`src/rtl/div_pkg.sv`:
```
// div_pkg: shared definitions for the repeated-subtraction divider.
//   div_state_e   : controller state encoding (3 bits, IDLE = 0)
//   DIV_WIDTH_DEF : default operand/result width
package div_pkg;

  localparam int DIV_WIDTH_DEF = 16;

  typedef enum logic [2:0] {
    IDLE = 3'd0,
    LDA  = 3'd1,
    LDB  = 3'd2,
    SUB  = 3'd3,
    DONE = 3'd4
  } div_state_e;

endpackage : div_pkg

```
`src/rtl/div_datapath.sv`:
```
// div_datapath: registers and arithmetic for the repeated-subtraction divider.
// Holds the dividend/remainder, the divisor, the quotient counter and the
// divide-by-zero flag; all updates are commanded by the controller.
// Optional build macro: DIV_FASTSUB_EN (adds a double-step subtract path).
// Ports:
//   clk_i, rst_i   : clock, asynchronous active-high reset
//   data_i         : shared operand bus
//   load_a_i       : capture dividend into the remainder register
//   load_b_i       : capture divisor, clear quotient and dbz flag
//   step1_i        : rem -= divisor, quot += 1
//   step2_i        : rem -= 2*divisor, quot += 2 (DIV_FASTSUB_EN only)
//   set_dbz_i      : flag divide-by-zero, force quotient to all ones
//   quot_o, rem_o  : quotient / remainder registers
//   dbz_o          : divide-by-zero flag register
//   ge1_o          : rem >= divisor
//   ge2_o          : rem >= 2*divisor (DIV_FASTSUB_EN only)
//   dvz_o          : divisor == 0
module div_datapath #(
  parameter int WIDTH = 16
) (
  input  logic             clk_i,
  input  logic             rst_i,
  input  logic [WIDTH-1:0] data_i,
  input  logic             load_a_i,
  input  logic             load_b_i,
  input  logic             step1_i,
`ifdef DIV_FASTSUB_EN
  input  logic             step2_i,
  output logic             ge2_o,
`endif
  input  logic             set_dbz_i,
  output logic [WIDTH-1:0] quot_o,
  output logic [WIDTH-1:0] rem_o,
  output logic             dbz_o,
  output logic             ge1_o,
  output logic             dvz_o
);

  logic [WIDTH-1:0] rem_q, rem_d;
  logic [WIDTH-1:0] div_q, div_d;
  logic [WIDTH-1:0] quot_q, quot_d;
  logic             dbz_q, dbz_d;

  assign ge1_o = (rem_q >= div_q);
  assign dvz_o = (div_q == '0);

`ifdef DIV_FASTSUB_EN
  // Doubled divisor kept one bit wider so the compare never sees a wrapped value.
  logic [WIDTH:0] dbl_div;
  assign dbl_div = {div_q, 1'b0};
  assign ge2_o   = ({1'b0, rem_q} >= dbl_div);
`endif

  always_comb begin
    rem_d  = rem_q;
    div_d  = div_q;
    quot_d = quot_q;
    dbz_d  = dbz_q;
    if (load_a_i) begin
      rem_d = data_i;
    end
    if (load_b_i) begin
      div_d  = data_i;
      quot_d = '0;
      dbz_d  = 1'b0;
    end
    if (set_dbz_i) begin
      dbz_d  = 1'b1;
      quot_d = '1;
    end
    if (step1_i) begin
      rem_d  = rem_q - div_q;
      quot_d = quot_q + WIDTH'(1);
    end
`ifdef DIV_FASTSUB_EN
    // Only asserted when rem >= 2*divisor, so the low WIDTH bits suffice.
    if (step2_i) begin
      rem_d  = rem_q - dbl_div[WIDTH-1:0];
      quot_d = quot_q + WIDTH'(2);
    end
`endif
  end

  always_ff @(posedge clk_i or posedge rst_i) begin
    if (rst_i) begin
      rem_q  <= '0;
      div_q  <= '0;
      quot_q <= '0;
      dbz_q  <= 1'b0;
    end else begin
      rem_q  <= rem_d;
      div_q  <= div_d;
      quot_q <= quot_d;
      dbz_q  <= dbz_d;
    end
  end

  assign quot_o = quot_q;
  assign rem_o  = rem_q;
  assign dbz_o  = dbz_q;

endmodule : div_datapath

```
`src/rtl/div_repsub.sv`:
```
// div_repsub: sequential unsigned divider by repeated subtraction.
// Operands arrive on data_in on the two cycles after start is sampled
// (dividend, then divisor). Quotient, remainder and the divide-by-zero
// flag are held while done is high.
// Optional build macro: DIV_FASTSUB_EN (subtract twice the divisor when
// possible, roughly halving the iteration count; results unchanged).
// Ports:
//   clk, rst  : clock, asynchronous active-high reset
//   start     : begin an operation (honoured only in IDLE or DONE)
//   data_in   : operand bus
//   quot, rem : quotient / remainder, valid while done
//   done      : high in DONE
//   busy      : high in LDA, LDB, SUB
//   dbz       : divide-by-zero flag, valid while done
module div_repsub
  import div_pkg::*;
#(
  parameter int WIDTH = DIV_WIDTH_DEF
) (
  input  logic             clk,
  input  logic             rst,
  input  logic             start,
  input  logic [WIDTH-1:0] data_in,
  output logic [WIDTH-1:0] quot,
  output logic [WIDTH-1:0] rem,
  output logic             done,
  output logic             busy,
  output logic             dbz
);

  div_state_e state_q, state_d;

  logic load_a, load_b, step1, set_dbz;
  logic ge1, dvz;
`ifdef DIV_FASTSUB_EN
  logic step2, ge2;
`endif

  div_datapath #(.WIDTH(WIDTH)) u_datapath (
    .clk_i     (clk),
    .rst_i     (rst),
    .data_i    (data_in),
    .load_a_i  (load_a),
    .load_b_i  (load_b),
    .step1_i   (step1),
`ifdef DIV_FASTSUB_EN
    .step2_i   (step2),
    .ge2_o     (ge2),
`endif
    .set_dbz_i (set_dbz),
    .quot_o    (quot),
    .rem_o     (rem),
    .dbz_o     (dbz),
    .ge1_o     (ge1),
    .dvz_o     (dvz)
  );

  // State register
  always_ff @(posedge clk or posedge rst) begin
    if (rst) begin
      state_q <= IDLE;
    end else begin
      state_q <= state_d;
    end
  end

  // Next-state logic
  always_comb begin
    state_d = state_q;
    case (state_q)
      IDLE:    if (start) state_d = LDA;
      LDA:     state_d = LDB;
      LDB:     state_d = SUB;
      SUB: begin
        // A zero divisor exits at once; otherwise iterate while rem >= divisor.
        if (dvz || !ge1) state_d = DONE;
      end
      DONE:    if (start) state_d = LDA;
      default: state_d = IDLE;
    endcase
  end

  // Output / datapath-control decode
  always_comb begin
    load_a  = (state_q == LDA);
    load_b  = (state_q == LDB);
    set_dbz = (state_q == SUB) && dvz;
`ifdef DIV_FASTSUB_EN
    // ge2 implies ge1 whenever the divisor is nonzero, so the two steps
    // are mutually exclusive.
    step2   = (state_q == SUB) && !dvz && ge2;
    step1   = (state_q == SUB) && !dvz && ge1 && !ge2;
`else
    step1   = (state_q == SUB) && !dvz && ge1;
`endif
    done    = (state_q == DONE);
    busy    = (state_q == LDA) || (state_q == LDB) || (state_q == SUB);
  end

endmodule : div_repsub

```
`config.mk`:
```
export PLATFORM = sky130hd
export DESIGN_NAME = div_repsub
export DESIGN_NICKNAME = d
export VERILOG_FILES = /design/src/rtl/div_pkg.sv /design/src/rtl/div_datapath.sv /design/src/rtl/div_repsub.sv
export SDC_FILE = /design/constraint.sdc
export NUM_CORES = 1
export LEC_CHECK = 0
export CELL_PAD_IN_SITES_DETAIL_PLACEMENT = 1
export CELL_PAD_IN_SITES_GLOBAL_PLACEMENT = 1
export CORE_ASPECT_RATIO = 1.2
export CORE_MARGIN = 2
export CORE_UTILIZATION = 44
export CTS_CLUSTER_SIZE = 30
export DETAILED_ROUTE_END_ITERATION = 10
export GPL_TIMING_DRIVEN = 0
export PLACE_DENSITY_LB_ADDON = 0.12
export SETUP_SLACK_MARGIN = 0.02
export SKIP_CTS_REPAIR_TIMING = 1
export SYNTH_ARGS = -nofsm -noshare
export SYNTH_HDL_FRONTEND = slang
export SYNTH_SLANG_ARGS = --single-unit
```
`constraint.sdc`:
```
create_clock -name clk -period 3.8 [get_ports clk]
set_input_delay 0.76 -clock clk [delete_from_list [all_inputs] [get_ports clk]]
set_output_delay 0.76 -clock clk [all_outputs]
set_load 0.1 [all_outputs]
```
Word-level counts from Yosys, hierarchy flattened
Index checks and enable logic that the tools add are counted.

Bits of input ports: 19. Bits in registers: 52. Output and inout port bits: 35. Logic and storage cells: 39.

Add/sub/neg operators: 2. Order comparisons: 1. Equal/unequal tests: 6. Muxes and demuxes: 10. Reduce and logical (&&, ||, !) cells: 15.

Operators by type and width (number): 2-to-1 mux 16 bit (5); adder 16 x 1 -> 16 bit, second input constant (1); greater-or-equal comparator 16 bit (1); logical NOT 16 bit (1); subtractor 16 bit (1); one-hot mux 3 bit (4 select lines) (1); == test 3 x 2 -> 1 bit, second input constant (2); 2-to-1 mux 3 bit (2); nonzero test 2 bit (2); == test 3 x 1 -> 1 bit, second input constant (1); == test 3 bit, second input constant (1); logical AND 1 bit (3); logical NOT 3 bit (1); logical OR 1 bit (3); nonzero test 3 bit (1); logical NOT 1 bit (2); 2-to-1 mux 1 bit (2); != test 2 x 1 -> 1 bit, second input constant (1); != test 2 bit, second input constant (1); AND reduction 2 bit (1); OR reduction 2 bit (1).

Depth between registers and ports, before layout
Depth after elaboration: 5. Depth in mapped cells: 10. Depth with buffers taken out: 9.

Hierarchy
From an unflattened synthesis, not the netlist that was laid out.

Cells, all modules: 374. Area, all modules: 3313.2 um^2.

Modules (own cells, without submodules): div_datapath (area an instance 3140.5 um^2, times used 1, cells an instance 351, sequential area each 1226.2 um^2); div_repsub (area an instance 172.7 um^2, times used 1, cells an instance 23, sequential area each 75.1 um^2).

Worst setup path after synthesis
No wires, ideal clock.

Path kind: register to register. Start point: register u_datapath.rem_q[0], in the netlist u_datapath.rem_o[0]. End point: register u_datapath.rem_q[0], in the netlist u_datapath.rem_o[0]. Required time: 3668 ps. Setup slack: 756 ps. Buffers on the path: 1. Library setup time: 132 ps. Data arrival time: 2912 ps. Clock period less this slack: 3044 ps. Cell stages (with the launch flop): 11. Cells stage by stage: dfrtp_1 inv_1 ha_1 fa_1 nand2b_1 a21oi_1 o21ai_2 a31o_2 buf_2 o21ai_2 o221ai_2.

Word-level cells in the longest chain between the ends: 3. Elaborated cells on any way between the ends: 5. Those cells by class: add/sub (1); order compare (1); mux (1); reduce/logical (2).

Ends and longest elaborated chain: start, declared (RTL line div_datapath.sv:39) `logic [WIDTH-1:0] rem_q, rem_d;`; start signal, assigned (RTL line div_datapath.sv:91) `rem_q <= rem_d;`; greater-or-equal comparator 16 bit (RTL line div_datapath.sv:44) `assign ge1_o = (rem_q >= div_q);`; logical AND 1 bit (RTL line div_repsub.sv:94) `step1 = (state_q == SUB) && !dvz && ge1;`; 2-to-1 mux 16 bit or nonzero test 2 bit (tied branches).

Parallel ways exist; a longest one is shown, timed or not. A chain may end at the register's enable or synchronous reset.

Final worst setup path
Start point: register state_q[0]. End point: output done.

Word-level cells in the longest chain between the ends: 1.

Ends and longest elaborated chain: start, declared (RTL line div_repsub.sv:31) `div_state_e state_q, state_d;`; start signal, assigned (RTL line div_repsub.sv:63) `state_q <= state_d;`; == test 3 bit (RTL line div_repsub.sv:96) `done = (state_q == DONE);`; end, declared (RTL line div_repsub.sv:26) `output logic done,`.

Every way passes these cells.

==> flow_metrics.env <==
export IMPL_status="finished, final reports clean"
export IMPL_core_area_um2=7620
export IMPL_num_vias=3213
export IMPL_final_max_slew_viol_count=0
export IMPL_max_freq_ghz=0.3070
export IMPL_die_area_um2=8505
export IMPL_clockBufferDepth=2
export IMPL_yosys_register_bits=52
export IMPL_slowest_stage="clkdlybuf4s50_1"
export IMPL_synth_main_ff_cell="dfrtp_1"
export IMPL_rsz0062_at_grt="no"
export IMPL_drc=0
export IMPL_synth_edf_count=0
export IMPL_root_buffer="clkbuf_8"
export IMPL_clk_latency_ns=0.32
export IMPL_synthArstFlopShare_pct=100.0
export IMPL_multi_input_area_um2=1948
export IMPL_drtIter0Drc=121
export IMPL_crit_buf_inv=3
export IMPL_synth_distinct_cells=54
export IMPL_regArea_um2=1301
export IMPL_drt_first_pass_iters=4
export IMPL_fin_crit_sh_pct=85.72
export IMPL_io_buffers=53
export IMPL_gp_congestion=0.8704
export IMPL_wl_per_cell_um=19.50
export IMPL_synthCells=378
export IMPL_setup_viol=0
export IMPL_layout_cells_non_filler=532
export IMPL_crit_type="flop to output pin"
export IMPL_syn_num_nets=415
export IMPL_syn2layout_area_growth_pct=22.81
export IMPL_cts_tree="yes"
export IMPL_start_util_pct=44.93
export IMPL_cp_arrival_ns=2.50
export IMPL_synth_fa_ha_area_share_pct=6.798
export IMPL_io_pins=54
export IMPL_grt_start_max_net_pins=34
export IMPL_worstPathRequired_ns=3.04
export IMPL_placed_area_um2=4089
export IMPL_drive_above_1_share_pct=6.818
export IMPL_finalCriticalPeriod_ns=3.257
export IMPL_synth_top_cell_area_share_pct=38.01
export IMPL_endpoint_kind="output pin"
export IMPL_synth_area_leaders="dfrtp_1 (38%), mux2i_1 (7.3%), ha_1 (6.2%)"
export IMPL_synthMuxAreaShare_pct=7.310
export IMPL_yosys_warnings=0
export IMPL_placed_cells=524
export IMPL_ant_nets=0
export IMPL_fp_row_count=35
export IMPL_nets=476
export IMPL_crit_path_max_incr_delay_ns=1.15
export IMPL_gr_usage_met1_pct=30.85
export IMPL_path_cells="buf_2, inv_1, and3_1, clkdlybuf4s50_1"
export IMPL_finalHoldViolCount=0
export IMPL_synth_top_family_by_area="compound AO/OA/AOI/OAI gates"
export IMPL_hold_path_class="flop to flop"
export IMPL_final_cell_area_um2=4204
export IMPL_synthesis_area_um2=3423
export IMPL_tns_ns=0
export IMPL_fp_dieH_um=100.6
export IMPL_synthSimpleGateAreaFrac_pct=18.79
export IMPL_antenna_found_initial=0
export IMPL_cts_buffers=5
export IMPL_post_drt_via_cell_ratio=6.039
export IMPL_antenna_cells=0
export IMPL_synth_compound_area_share_pct=20.94
export IMPL_synthXorXnorAreaFrac_pct=3.070
export IMPL_clock_sinks=52
export IMPL_skew_ns=0.01711
export IMPL_use_met2_pct=46.88
export IMPL_dpl_hpwl_um=7795
export IMPL_h_tree_depth=2
export IMPL_die_x_um=84.52
export IMPL_yosysTopAreaCell="dfrtp_1"
export IMPL_tightest_slew_ns=1.009
export IMPL_slew_headroom_pct=32.52
export IMPL_busiest_layer="met2"
export IMPL_avgSynthCellArea_um2=9.056
export IMPL_final_common_cell="clkdlybuf4s50_1"
export IMPL_maxCapViolCount=0
export IMPL_grt_use_total_pct=25.45
export IMPL_crit_path_start_kind="flop"
export IMPL_final_cell_mix="clkdlybuf4s50_1 (53), dfrtp_1 (52), nand2_1 (37), o21ai_0 (30), inv_1 (26)"
export IMPL_nFillCells=885
export IMPL_wl_um=10380
export IMPL_crit_family="buffers and inverters"
export IMPL_grt_pass1_wl_um=17350
export IMPL_met3_usage_pct=3.522
export IMPL_crit_fanout=9
export IMPL_grt_overflow=0
export IMPL_grt_pass1_vias=3434
export IMPL_clk_pin_slew_worst_paths_ns=0.12
export IMPL_ys_seq_area_share_pct=38.01
## layer usage
layer | wire [um] | share of wire, % | up-vias
met3 | 285 | 2.7 | 17
met5 | 0 | 0 | -
met1 | 4374 | 42 | 1626
li1 | - | - | 1507
met4 | 198 | 1.9 | 0
met2 | 5518 | 53 | 63
## final timing paths
kind / startpoint / to / depth (start not counted) / slack (ns)
setup reg to reg: u_datapath.rem_o[0] / u_datapath.rem_o[4] / 10 / 1.03
hold reg to reg: u_datapath.dbz_o / u_datapath.dbz_o / 2 / 0.52
hold / removal: u_datapath.dbz_o / u_datapath.dbz_o / 2 / 0.52
min in group asynchronous: rst / u_datapath.rem_o[1] / 2 / 0.76
max in group asynchronous: rst / u_datapath.rem_o[14] / 3 / 2.48
setup / recovery: state_q[0] / done / 4 / 0.54
## Yosys cell counts (all sizes together), types with 6 or more instances
| cell | instances |
|---|---|
| mux2i | 25 |
| a31oi | 8 |
| nor2 | 21 |
| a311oi | 6 |
| nand2 | 38 |
| nand4 | 8 |
| buf | 8 |
| nand2b | 7 |
| xor2 | 7 |
| clkbuf | 7 |
| nand3 | 10 |
| inv | 27 |
| o21ai | 32 |
| and3 | 10 |
| nor3 | 8 |
| dfrtp | 52 |
| a21oi | 25 |
| ha | 17 |
## sequential cells by signal, summed over array words and instances, names as in the netlist
register and flops:
u_datapath.quot_o 16, u_datapath.dbz_o 1, u_datapath.rem_o 16, state_q 3, u_datapath.div_q 16
## through the flow
step / hold WS [ns] / setup WS [ns] / util [%]
5_1_grt: 0.5842 / 0.4566 / 55.17
2_1_floorplan: 0.4722 / 0.7563 / -
4_1_cts: 0.5239 / 0.5241 / 55.17
6_report: 0.5215 / 0.5425 / 55.17
3_5_place_dp: 0.4995 / 0.9056 / 53.66
3_3_place_gp: 0.4931 / 0.6491 / 53.40
## worst reg2reg max path, delay by kind of cell, from the launching register on
kind,cells,cell delay (ns)
buffers and inverters,2,0.28
and+or+nand+nor,2,0.39
DFF,1,0.37
adders and majority gates,2,0.65
muxes,1,0.13
AOI/OAI and AO/OA,3,0.82
## logic make-up (layout without fill, tap and decap cells)
family	after synthesis	count (layout)
DFF	52	52
and+or+nand+nor	123	123
AOI/OAI and AO/OA	106	106
buffers and inverters	42	104
xor gates and xnor gates	12	12
adders and majority gates	18	18
muxes	25	25
## final cells by class
class,count,share of cell area (%)
inverter,27,2.411
clock inverter,3,1.101
timing repair buffer,54,13.10
tap,92,2.738
clock buffer,5,1.637
sequential,52,30.95
multi-input combinational,284,46.34
buffer,15,1.726
Power is not shown: default switching activity piles up to over one toggle a cycle in this logic, so the estimate is an artifact.
